[config.mk]
export PLATFORM = sky130hd
export DESIGN_NAME = store_buffer
export DESIGN_NICKNAME = d
export VERILOG_FILES = /design/src/rtl/store_buffer.sv
export SDC_FILE = /design/constraint.sdc
export NUM_CORES = 2
export LEC_CHECK = 0
export BUFFER_PORTS_ARGS = -buffer_cell sky130_fd_sc_hd__buf_2
export CAP_MARGIN = 20
export CORE_ASPECT_RATIO = 0.8
export CORE_MARGIN = 5
export CORE_UTILIZATION = 40
export CTS_CLUSTER_DIAMETER = 120
export DETAILED_ROUTE_END_ITERATION = 6
export HOLD_SLACK_MARGIN = 0.05
export PLACE_DENSITY = 0.6
export SLEW_MARGIN = 5
export SYNTH_ARGS = -nofsm -noshare
export SYNTH_HDL_FRONTEND = slang
export SYNTH_SLANG_ARGS = --single-unit
[constraint.sdc]
create_clock -name clk -period 9.5 [get_ports clk]
set_input_delay 0.475 -clock clk [delete_from_list [all_inputs] [get_ports clk]]
set_output_delay 0.475 -clock clk [all_outputs]
set_load 0.02 [all_outputs]
[src/rtl/store_buffer.sv]
`default_nettype none
// ============================================================================
// Module   : store_buffer
// Purpose  : LSU-side store FIFO with newest-match load forwarding and
//            opportunistic drain to a single-ported data memory.
// Revision : 1.0 - initial release
// ============================================================================
module store_buffer #(
    parameter int DEPTH = 4,
    parameter int PTRW  = $clog2(DEPTH)
) (
    input  logic            clk,
    input  logic            rst,
    input  logic            access_i,
    input  logic            write_i,
    input  logic [63:0]     addr_i,
    input  logic [63:0]     wdata_i,
    output logic [63:0]     rdata_o,
    output logic            stall_o,
    output logic            empty_o,
    output logic [PTRW:0]   count_o,
    output logic            ovf_err_o,
    output logic            mem_req_o,
    output logic            mem_we_o,
    output logic [63:0]     mem_addr_o,
    output logic [63:0]     mem_wdata_o,
    input  logic            mem_ready_i,
    input  logic [63:0]     mem_rdata_i
);

    localparam logic [PTRW:0] C_DEPTH = (PTRW+1)'(DEPTH);

    logic [60:0]        r_addr [DEPTH];
    logic [63:0]        r_data [DEPTH];
    logic [DEPTH-1:0]   r_valid;
    logic [PTRW-1:0]    r_head;
    logic [PTRW-1:0]    r_tail;
    logic [PTRW:0]      r_count;
    logic               r_ovf;
    logic               r_load_d;
    logic               r_hit;
    logic [63:0]        r_fwd;
    logic [63:0]        r_hold;

    logic               w_store;
    logic               w_load;
    logic               w_full;
    logic               w_enq;
    logic               w_deq;
    logic               w_hit;
    logic [63:0]        w_fwd;
    logic               w_miss;
    logic               w_drain_req;
    logic [63:0]        w_rdata;
    logic               w_unused_addr_lsb;

    assign w_store     = access_i & write_i;
    assign w_load      = access_i & ~write_i;
    assign w_full      = (r_count == C_DEPTH);
    assign w_enq       = w_store & ~w_full;
    assign w_miss      = w_load & ~w_hit;
    assign w_drain_req = (r_count != '0) & ~w_miss;
    assign w_deq       = w_drain_req & mem_ready_i;

    assign w_unused_addr_lsb = &{1'b0, addr_i[2:0]};

    // Walk oldest-to-newest from head so the last match (newest store) wins.
    always_comb begin
        w_hit = 1'b0;
        w_fwd = '0;
        for (int k = 0; k < DEPTH; k++) begin
            if (r_valid[r_head + PTRW'(k)] && (r_addr[r_head + PTRW'(k)] == addr_i[63:3])) begin
                w_hit = 1'b1;
                w_fwd = r_data[r_head + PTRW'(k)];
            end
        end
    end

    // A load miss owns the port; the drain waits a cycle.
    always_comb begin
        mem_req_o   = 1'b0;
        mem_we_o    = 1'b0;
        mem_addr_o  = {r_addr[r_head], 3'b000};
        mem_wdata_o = r_data[r_head];
        if (w_miss) begin
            mem_req_o  = 1'b1;
            mem_addr_o = {addr_i[63:3], 3'b000};
        end else if (w_drain_req) begin
            mem_req_o = 1'b1;
            mem_we_o  = 1'b1;
        end
    end

    always_comb begin
        w_rdata = r_hold;
        if (r_load_d) begin
            w_rdata = r_hit ? r_fwd : mem_rdata_i;
        end
    end

    // Entry payload carries no reset; validity is tracked separately.
    always_ff @(posedge clk) begin
        if (w_enq) begin
            r_addr[r_tail] <= addr_i[63:3];
            r_data[r_tail] <= wdata_i;
        end
    end

    always_ff @(posedge clk) begin
        if (rst) begin
            r_head   <= '0;
            r_tail   <= '0;
            r_count  <= '0;
            r_valid  <= '0;
            r_ovf    <= 1'b0;
            r_load_d <= 1'b0;
            r_hit    <= 1'b0;
            r_fwd    <= '0;
            r_hold   <= '0;
        end else begin
            // Enqueue and dequeue slots only coincide when count is 0 or DEPTH,
            // and neither of those allows both, so the two writes never collide.
            if (w_deq) begin
                r_valid[r_head] <= 1'b0;
                r_head          <= r_head + 1'b1;
            end
            if (w_enq) begin
                r_valid[r_tail] <= 1'b1;
                r_tail          <= r_tail + 1'b1;
            end
            case ({w_enq, w_deq})
                2'b10:   r_count <= r_count + (PTRW+1)'(1);
                2'b01:   r_count <= r_count - (PTRW+1)'(1);
                default: r_count <= r_count;
            endcase
            if (w_store && w_full) begin
                r_ovf <= 1'b1;
            end
            r_load_d <= w_load;
            if (w_load) begin
                r_hit <= w_hit;
                r_fwd <= w_fwd;
            end
            if (r_load_d) begin
                r_hold <= w_rdata;
            end
        end
    end

    assign rdata_o   = w_rdata;
    assign stall_o   = w_full;
    assign empty_o   = (r_count == '0);
    assign count_o   = r_count;
    assign ovf_err_o = r_ovf;

endmodule
`default_nettype wire

Yosys cells after proc, flatten, opt, wreduce, memory -nomap -nowiden
Memories as Yosys holds them, arrays and structs flattened. A register that Yosys moved wholly into a read port is not among the register bits.
Index checks and enable logic that the tools add are counted.
{"block": "classes", "div": 0, "n_eq_ne": 7, "bitwise_logic": 13, "n_lt_le_gt_ge": 7, "n_reduce_logical": 10, "multipliers": 0, "add_sub_neg": 6, "shifts": 0, "muxes": 36}
{"op": "$mux 64", "count": 7}
{"op": "$eq 61x61->1", "count": 4}
{"op": "$lt 2x3->1 const B", "count": 5}
{"op": "$mux 1", "count": 15}
{"op": "$mux 4", "count": 3}
{"op": "$bmux 1 s2", "count": 4}
{"op": "$mux 2", "count": 4}
{"op": "$logic_and 1x1->1", "count": 7}
{"op": "$and 1x1->1", "count": 6}
{"op": "$pmux 3 s2", "count": 1}
{"op": "$add 2x1->2 const B", "count": 2}
{"op": "$add 2x2->2 const B", "count": 2}
{"op": "$and 4x4->4", "count": 1}
{"op": "$demux 1 s2", "count": 2}
{"op": "$ge 2x1->1 const B", "count": 2}
{"op": "$not 1->1", "count": 4}
{"op": "$not 4->4", "count": 1}
{"op": "$or 4x4->4", "count": 1}
{"op": "$add 3x1->3 const B", "count": 1}
{"op": "$eq 3x3->1 const B", "count": 1}
{"op": "$logic_not 3->1", "count": 1}
{"op": "$reduce_bool 3->1", "count": 1}
{"op": "$sub 3x1->3 const B", "count": 1}
{"op": "$eq 2x1->1 const B", "count": 1}
{"op": "other kinds (2)", "count": 2}
{"block": "totals", "elab_cells": 90, "mem_count": 2, "rom_bits": 0, "regBits": 142, "inputBits": 197, "mem_bits_rw": 500, "latch_bits": 0}
{"name": "r_data", "depth": 4, "word_bits": 64, "rd": 4, "rd_clocked_by_memory_dff": 1, "write_ports": 1, "line_no": "34", "rtl": "logic [63:0] r_data [DEPTH];"}
{"name": "r_addr", "depth": 4, "word_bits": 61, "rd": 4, "rd_clocked_by_memory_dff": 1, "write_ports": 1, "line_no": "33", "rtl": "logic [60:0] r_addr [DEPTH];"}

Longest topological paths before layout
{"block": "depth", "ltp_word": 16, "ltp_mapped": 24, "ltp_nobuf": 16}

Worst setup path after synthesis
No wires, ideal clock.
{"block": "synth_timing", "path_type": "reg-to-reg", "start": "register r_head[0]", "end": "register r_count[2] (netlist: count_o[2])", "synth_period_minus_slack_ns": 5.076, "t_required_ns": 9.429, "arrival_time_ns": 5.005, "slack_ns": 4.424, "stages_incl_launch_ff": 23, "cell_sequence": "dfxtp_1 buf_6 buf_6 buf_4 inv_1 ha_1 buf_2 buf_2 mux4_2 xnor2_1 nand2_1 nor4_1 nand4_1 a2111oi_2 or3_1 o21a_1 buf_2 ha_1 inv_1 fa_1 xor2_1 or3_1 a21oi_1"}
{"block": "synth_via", "elab_chain_cells": 14, "word_cells_on_any_way": 32, "classes_between": "add/sub: 3; eq/ne: 5; mux: 13; bitwise: 5; reduce/logical: 5; memory: 1"}
{"element": "start, declared", "line_no": "36", "rtl": "logic [PTRW-1:0] r_head;"}
{"element": "start signal, assigned", "line_no": "125", "rtl": "r_head <= r_head + 1'b1;"}
{"element": "$add 2x1->2 / $bmux 1 s2 (equally long branches)", "line_no": "72", "rtl": "if (r_valid[r_head + PTRW'(k)] && (r_addr[r_head + PTRW'(k)] == addr_i[63:3])) begin"}
{"element": "$mem_v2 4x61, or another cell as far along"}
{"element": "$eq 61x61->1, or another cell as far along", "line_no": "72"}
{"element": "$logic_and 1x1->1 / $mux 1 (equally long branches)", "line_no": "72"}
{"element": "$mux 1 (2 in a row)", "line_no": "72"}
{"element": "$mux 1 *", "line_no": "72"}
{"element": "$not 1->1 *", "line_no": "61", "rtl": "assign w_miss = w_load & ~w_hit;"}
{"element": "$and 1x1->1 *", "line_no": "61"}
{"element": "$not 1->1 *", "line_no": "62", "rtl": "assign w_drain_req = (r_count != '0) & ~w_miss;"}
{"element": "$and 1x1->1 *", "line_no": "62"}
{"element": "$and 1x1->1 *", "line_no": "63", "rtl": "assign w_deq = w_drain_req & mem_ready_i;"}
{"element": "via w_deq", "line_no": "49", "rtl": "logic w_deq;"}
{"element": "$eq 2x1->1 / $eq 2x2->1 (equally long branches)", "line_no": "131", "rtl": "case ({w_enq, w_deq})"}
{"element": "$pmux 3 s2 / $reduce_bool 2->1 (equally long branches)"}
{"element": "end signal, assigned", "line_no": "132", "rtl": "2'b10: r_count <= r_count + (PTRW+1)'(1);"}
{"element": "end signal, assigned", "line_no": "133", "rtl": "2'b01: r_count <= r_count - (PTRW+1)'(1);"}
{"element": "end signal, assigned", "line_no": "134", "rtl": "default: r_count <= r_count;"}
{"element": "end, declared", "line_no": "38", "rtl": "logic [PTRW:0] r_count;"}
Mark *: on every way through the listed nets, which the timed path passes. The rest lies on a longest branch. The select of a mux whose other input is x is not followed.
A chain may end at the register's enable or synchronous reset.

Final worst setup path
{"block": "layout_timing", "start": "register r_head[0]", "end": "output mem_addr_o[54]"}
{"block": "layout_via", "elab_chain_cells": 10, "word_cells_on_any_way": 26, "classes_between": "add/sub: 3; eq/ne: 3; mux: 13; bitwise: 2; reduce/logical: 4; memory: 1"}
{"element": "$add 2x1->2 / $bmux 1 s2 (equally long branches)", "line_no": "72"}
{"element": "$mem_v2 4x61, or another cell as far along"}
{"element": "$eq 61x61->1, or another cell as far along", "line_no": "72"}
{"element": "$logic_and 1x1->1 / $mux 1 (equally long branches)", "line_no": "72"}
{"element": "$mux 1 (2 in a row)", "line_no": "72"}
{"element": "$mux 1 *", "line_no": "72"}
{"element": "$not 1->1 *", "line_no": "61"}
{"element": "$and 1x1->1 *", "line_no": "61"}
{"element": "$mux 64 *", "line_no": "85", "rtl": "if (w_miss) begin"}
{"element": "end, declared", "line_no": "25", "rtl": "output logic [63:0] mem_addr_o,"}
Every way passes the cells marked *; elsewhere a longest branch is shown, timed or not. The select of a mux whose other input is x is not followed.

==> impl_metrics.py <==
metrics = {
    "sta": {
        "max_freq_mhz": 121.3,
        "setup_tns_ns": 0,
        "slew_violations": 0,
        "tightestPinTransition_ns": 1.189,
        "setup_ws_ns": 1.254,
        "slew_headroom_pct": 19.97,
        "rsz0062_at_grt": "false",
        "post-route-period-util_pct": 86.80,
        "finalHoldViolCount": 0,
        "post-route-min-period_ns": 8.246,
        "finalClockSkew_ns": 0.02662,
        "setup_viol": 0,
    },
    "logic_synthesis": {
        "synth_edf_count": 500,
        "synth_compound_area_share_pct": 12.45,
        "synth_flop_cell": "edfxtp_1",
        "synth_fa_ha_area_share_pct": 0.3379,
        "synth_cells": 3098,
        "syn-cell-area_mm2": 0.03925,
        "synth_top_family_by_area": "multiplexers",
        "yosys.area_share.simple_pct": 5.977,
        "synth_cell_types": 75,
        "synth_xor_area_share_pct": 3.392,
        "ys_seq_elements": 644,
        "syn_area_per_cell_um2": 12.67,
        "synth_warnings": 0,
        "synth_mux_area_share_pct": 28.35,
        "ys_async_sr_fraction_pct": 0,
        "yosysSeqAreaShare_pct": 45.60,
    },
    "global_route": {
        "grt_use_met2_pct": 40.16,
        "grt_use_total_pct": 26.42,
        "grt_pass1_wl_um": 206700,
        "global_route.usage.met1_pct": 37.18,
        "grt.overflow.total": 0,
        "met3_usage_pct": 7.559,
        "globalRoute.busiestLayer": "met2",
        "grt_max_degree": 94,
        "grt_pass1_vias": 28650,
        "antenna_found_initial": 13,
    },
    "die": {
        "start_util_pct": 40.41,
        "pin_count": 397,
        "core_mm2": 0.09712,
        "die_w_um": 360.2,
        "fp.dieH_um": 290.2,
        "rows": 102,
        "die-area_mm2": 0.1045,
    },
    "cts": {
        "clkSinkCount": 644,
        "cts-root-buf": "clkbuf_16",
        "htree_levels": 3,
        "clk_pin_slew_ns": 0.06,
        "cts_max_path_buffers": 3,
        "insertion_delay_ns": 0.67,
        "cts_made_buffers": 75,
        "cts_tree": "yes",
    },
    "routing": {
        "drc": 0,
        "ant_nets": 0,
        "viasPerCell": 6.258,
        "wl_per_cell_um": 30.09,
        "dr.pass1.iters": 6,
        "drt_wl_total_um": 143100,
        "drt_first_iter_violations": 3463,
        "num_vias": 29770,
    },
    "power_and_ir_drop": {
        "p_leak_nw": 14.43,
        "peakVddDrop_mv": 0.1702,
        "power_density_mw_per_mm2": 198.9,
    },
    "setup_path": {
        "ff2ff_path_depth": 17,
        "cp_data_arrival_time_ns": 7.77,
        "endpoint_kind": "output port",
        "cp_max_fo": 61,
        "worstSetupPathType": "reg2out",
        "rrSetupSlack_ns": 1.84,
        "start_kind": "register",
        "critPathRequiredTime_ns": 9.03,
    },
    "placement": {
        "gp_congestion": 1.005,
        "place.port_buffers": 390,
        "hpwl_um": 97490,
        "dp_slack_ns": 2.043,
    },
    "cells_and_area": {
        "fillers": 8773,
        "layout.nets": 3599,
        "final_layout_size_suffix_gt1_share_pct": 28.88,
        "mostFrequentLayoutCells": "edfxtp_1, buf_2, mux2i_1, mux4_2, o21ai_0",
        "layout_commonest_cell": "edfxtp_1",
        "area_growth_pct": 14.87,
    },
    "min_path": {
        "hold_depth": 1,
        "hp-class": "in2reg",
    },
    "run_status": {
        "status": "complete, no violations",
    },
    "run": {
        "cap_violations": 0,
    },
}
==> logic make-up (layout without fill, tap and decap cells) <==
group / after synthesis / in the layout
compound gates: 704 / 704
flops: 644 / 644
fa+ha+maj: 10 / 10
simple gates: 493 / 493
other cells: 1 / 8
xor+xnor: 152 / 152
mux: 769 / 769
buf+inv: 325 / 677
==> per-stage QoR <==
step / cells / util [%] / instance area [um^2] / power (mW) / hold slack, ns
global placement: 4549 / 43.17 / 41930 / 6.002 / 0.4693
floorplan: 3100 / - / 39260 / 5.178 / 0.4662
global route: 4752 / 46.41 / 45070 / 9.298 / 0.1402
detailed placement: 4551 / 43.18 / 41940 / 6.006 / 0.4646
CTS: 4752 / 46.41 / 45070 / 8.998 / 0.1117
finish: 4757 / 46.42 / 45080 / 8.968 / 0.1644
==> per-layer routing <==
metal	routed length, um	up-vias
met5	54	-
met4	4357	8
met3	14410	252
met2	63610	1457
met1	60700	15200
li1	-	12850
==> critical path, cell delays in order, from the launching register on <==
cell	delay [ns]
dfxtp_4	0.92
buf_4	0.80
buf_4	0.88
mux4_2	0.64
xnor2_1	0.33
nor4_1	0.81
nand4_1	0.23
or4_1	0.46
nor4_1	0.41
buf_4	0.23
or3_1	0.18
nor2_4	0.07
buf_12	0.20
mux2i_1	0.49
buf_2	0.27
==> state kept, by name (all words and copies together) (netlist names), named ones only <==
name	cells
count_o	3
ovf_err_o	1
r_addr	244
r_data	256
r_fwd	64
r_head	2
r_hit	1
r_hold	64
r_load_d	1
r_tail	2
r_valid	4
==> power by group <==
part           internal [mW]  total [mW]  switching, mW
Sequential              3.12        3.23          0.110
Clock                   1.69        2.96           1.27
Combinational           1.09        2.78           1.69
Total                   5.91        8.97           3.06
==> cell type report <==
| type | instances | area (um^2) | area share, % |
|---|---|---|---|
| tap | 1300 | 1627 | 3.608 |
| multi-input combinational | 2131 | 19880 | 44.10 |
| timing repair buffer | 497 | 2968 | 6.583 |
| antenna | 5 | 12.51 | 0.02775 |
| sequential | 644 | 17920 | 39.75 |
| inverter | 43 | 183.9 | 0.4080 |
| clock inverter | 43 | 439.2 | 0.9741 |
| clock buffer | 94 | 2052 | 4.551 |
==> final timing paths <==
check | startpoint | endpoint
setup / recovery | r_head[0]$_SDFFE_PP0P_ | mem_addr_o[54]
hold / removal | addr_i[63] | r_addr[0][60]$_DFFE_PP_
hold reg to reg | ovf_err_o$_SDFFE_PP0P_ | ovf_err_o$_SDFFE_PP0P_
setup reg to reg | r_head[0]$_SDFFE_PP0P_ | count_o[2]$_SDFFE_PP0P_
==> synthesized netlist by cell type (14+ instances only) <==
master    count  share of area, %
buf_4        28              0.54
edfxtp_1    500                38
o21ai_0     225               2.9
o221ai_1     19              0.42
buf_1        37              0.35
buf_6        16              0.46
mux4_2      259                15
a22oi_1      81               1.5
xnor2_1     130               2.9
a221oi_1     17              0.38
a221oi_2     60               2.3
nor2b_1      72               1.1
nor4_1       14              0.22
nand2_1     174               1.7
mux2_1       49               1.4
mux2_2      102               2.9
inv_1        40              0.38
mux2i_1     359               9.2
clkbuf_1    150               1.4
o21ai_1      64              0.82
o22ai_1      31              0.49
nand4_1      31              0.49
nor2_1      128               1.2
a21oi_1     101               1.3
xor2_1       22              0.49
nor3_1       23              0.29
buf_2        49              0.62
dfxtp_1     144               7.3
==> repair_timing <==
item	4_1_cts	5_1_grt
buffers inserted	0	0
resized for setup	0	0
hold buffers	64	0
endpoints found under the hold margin	256	0
No activity file was read; power rests on OpenSTA's default activity.
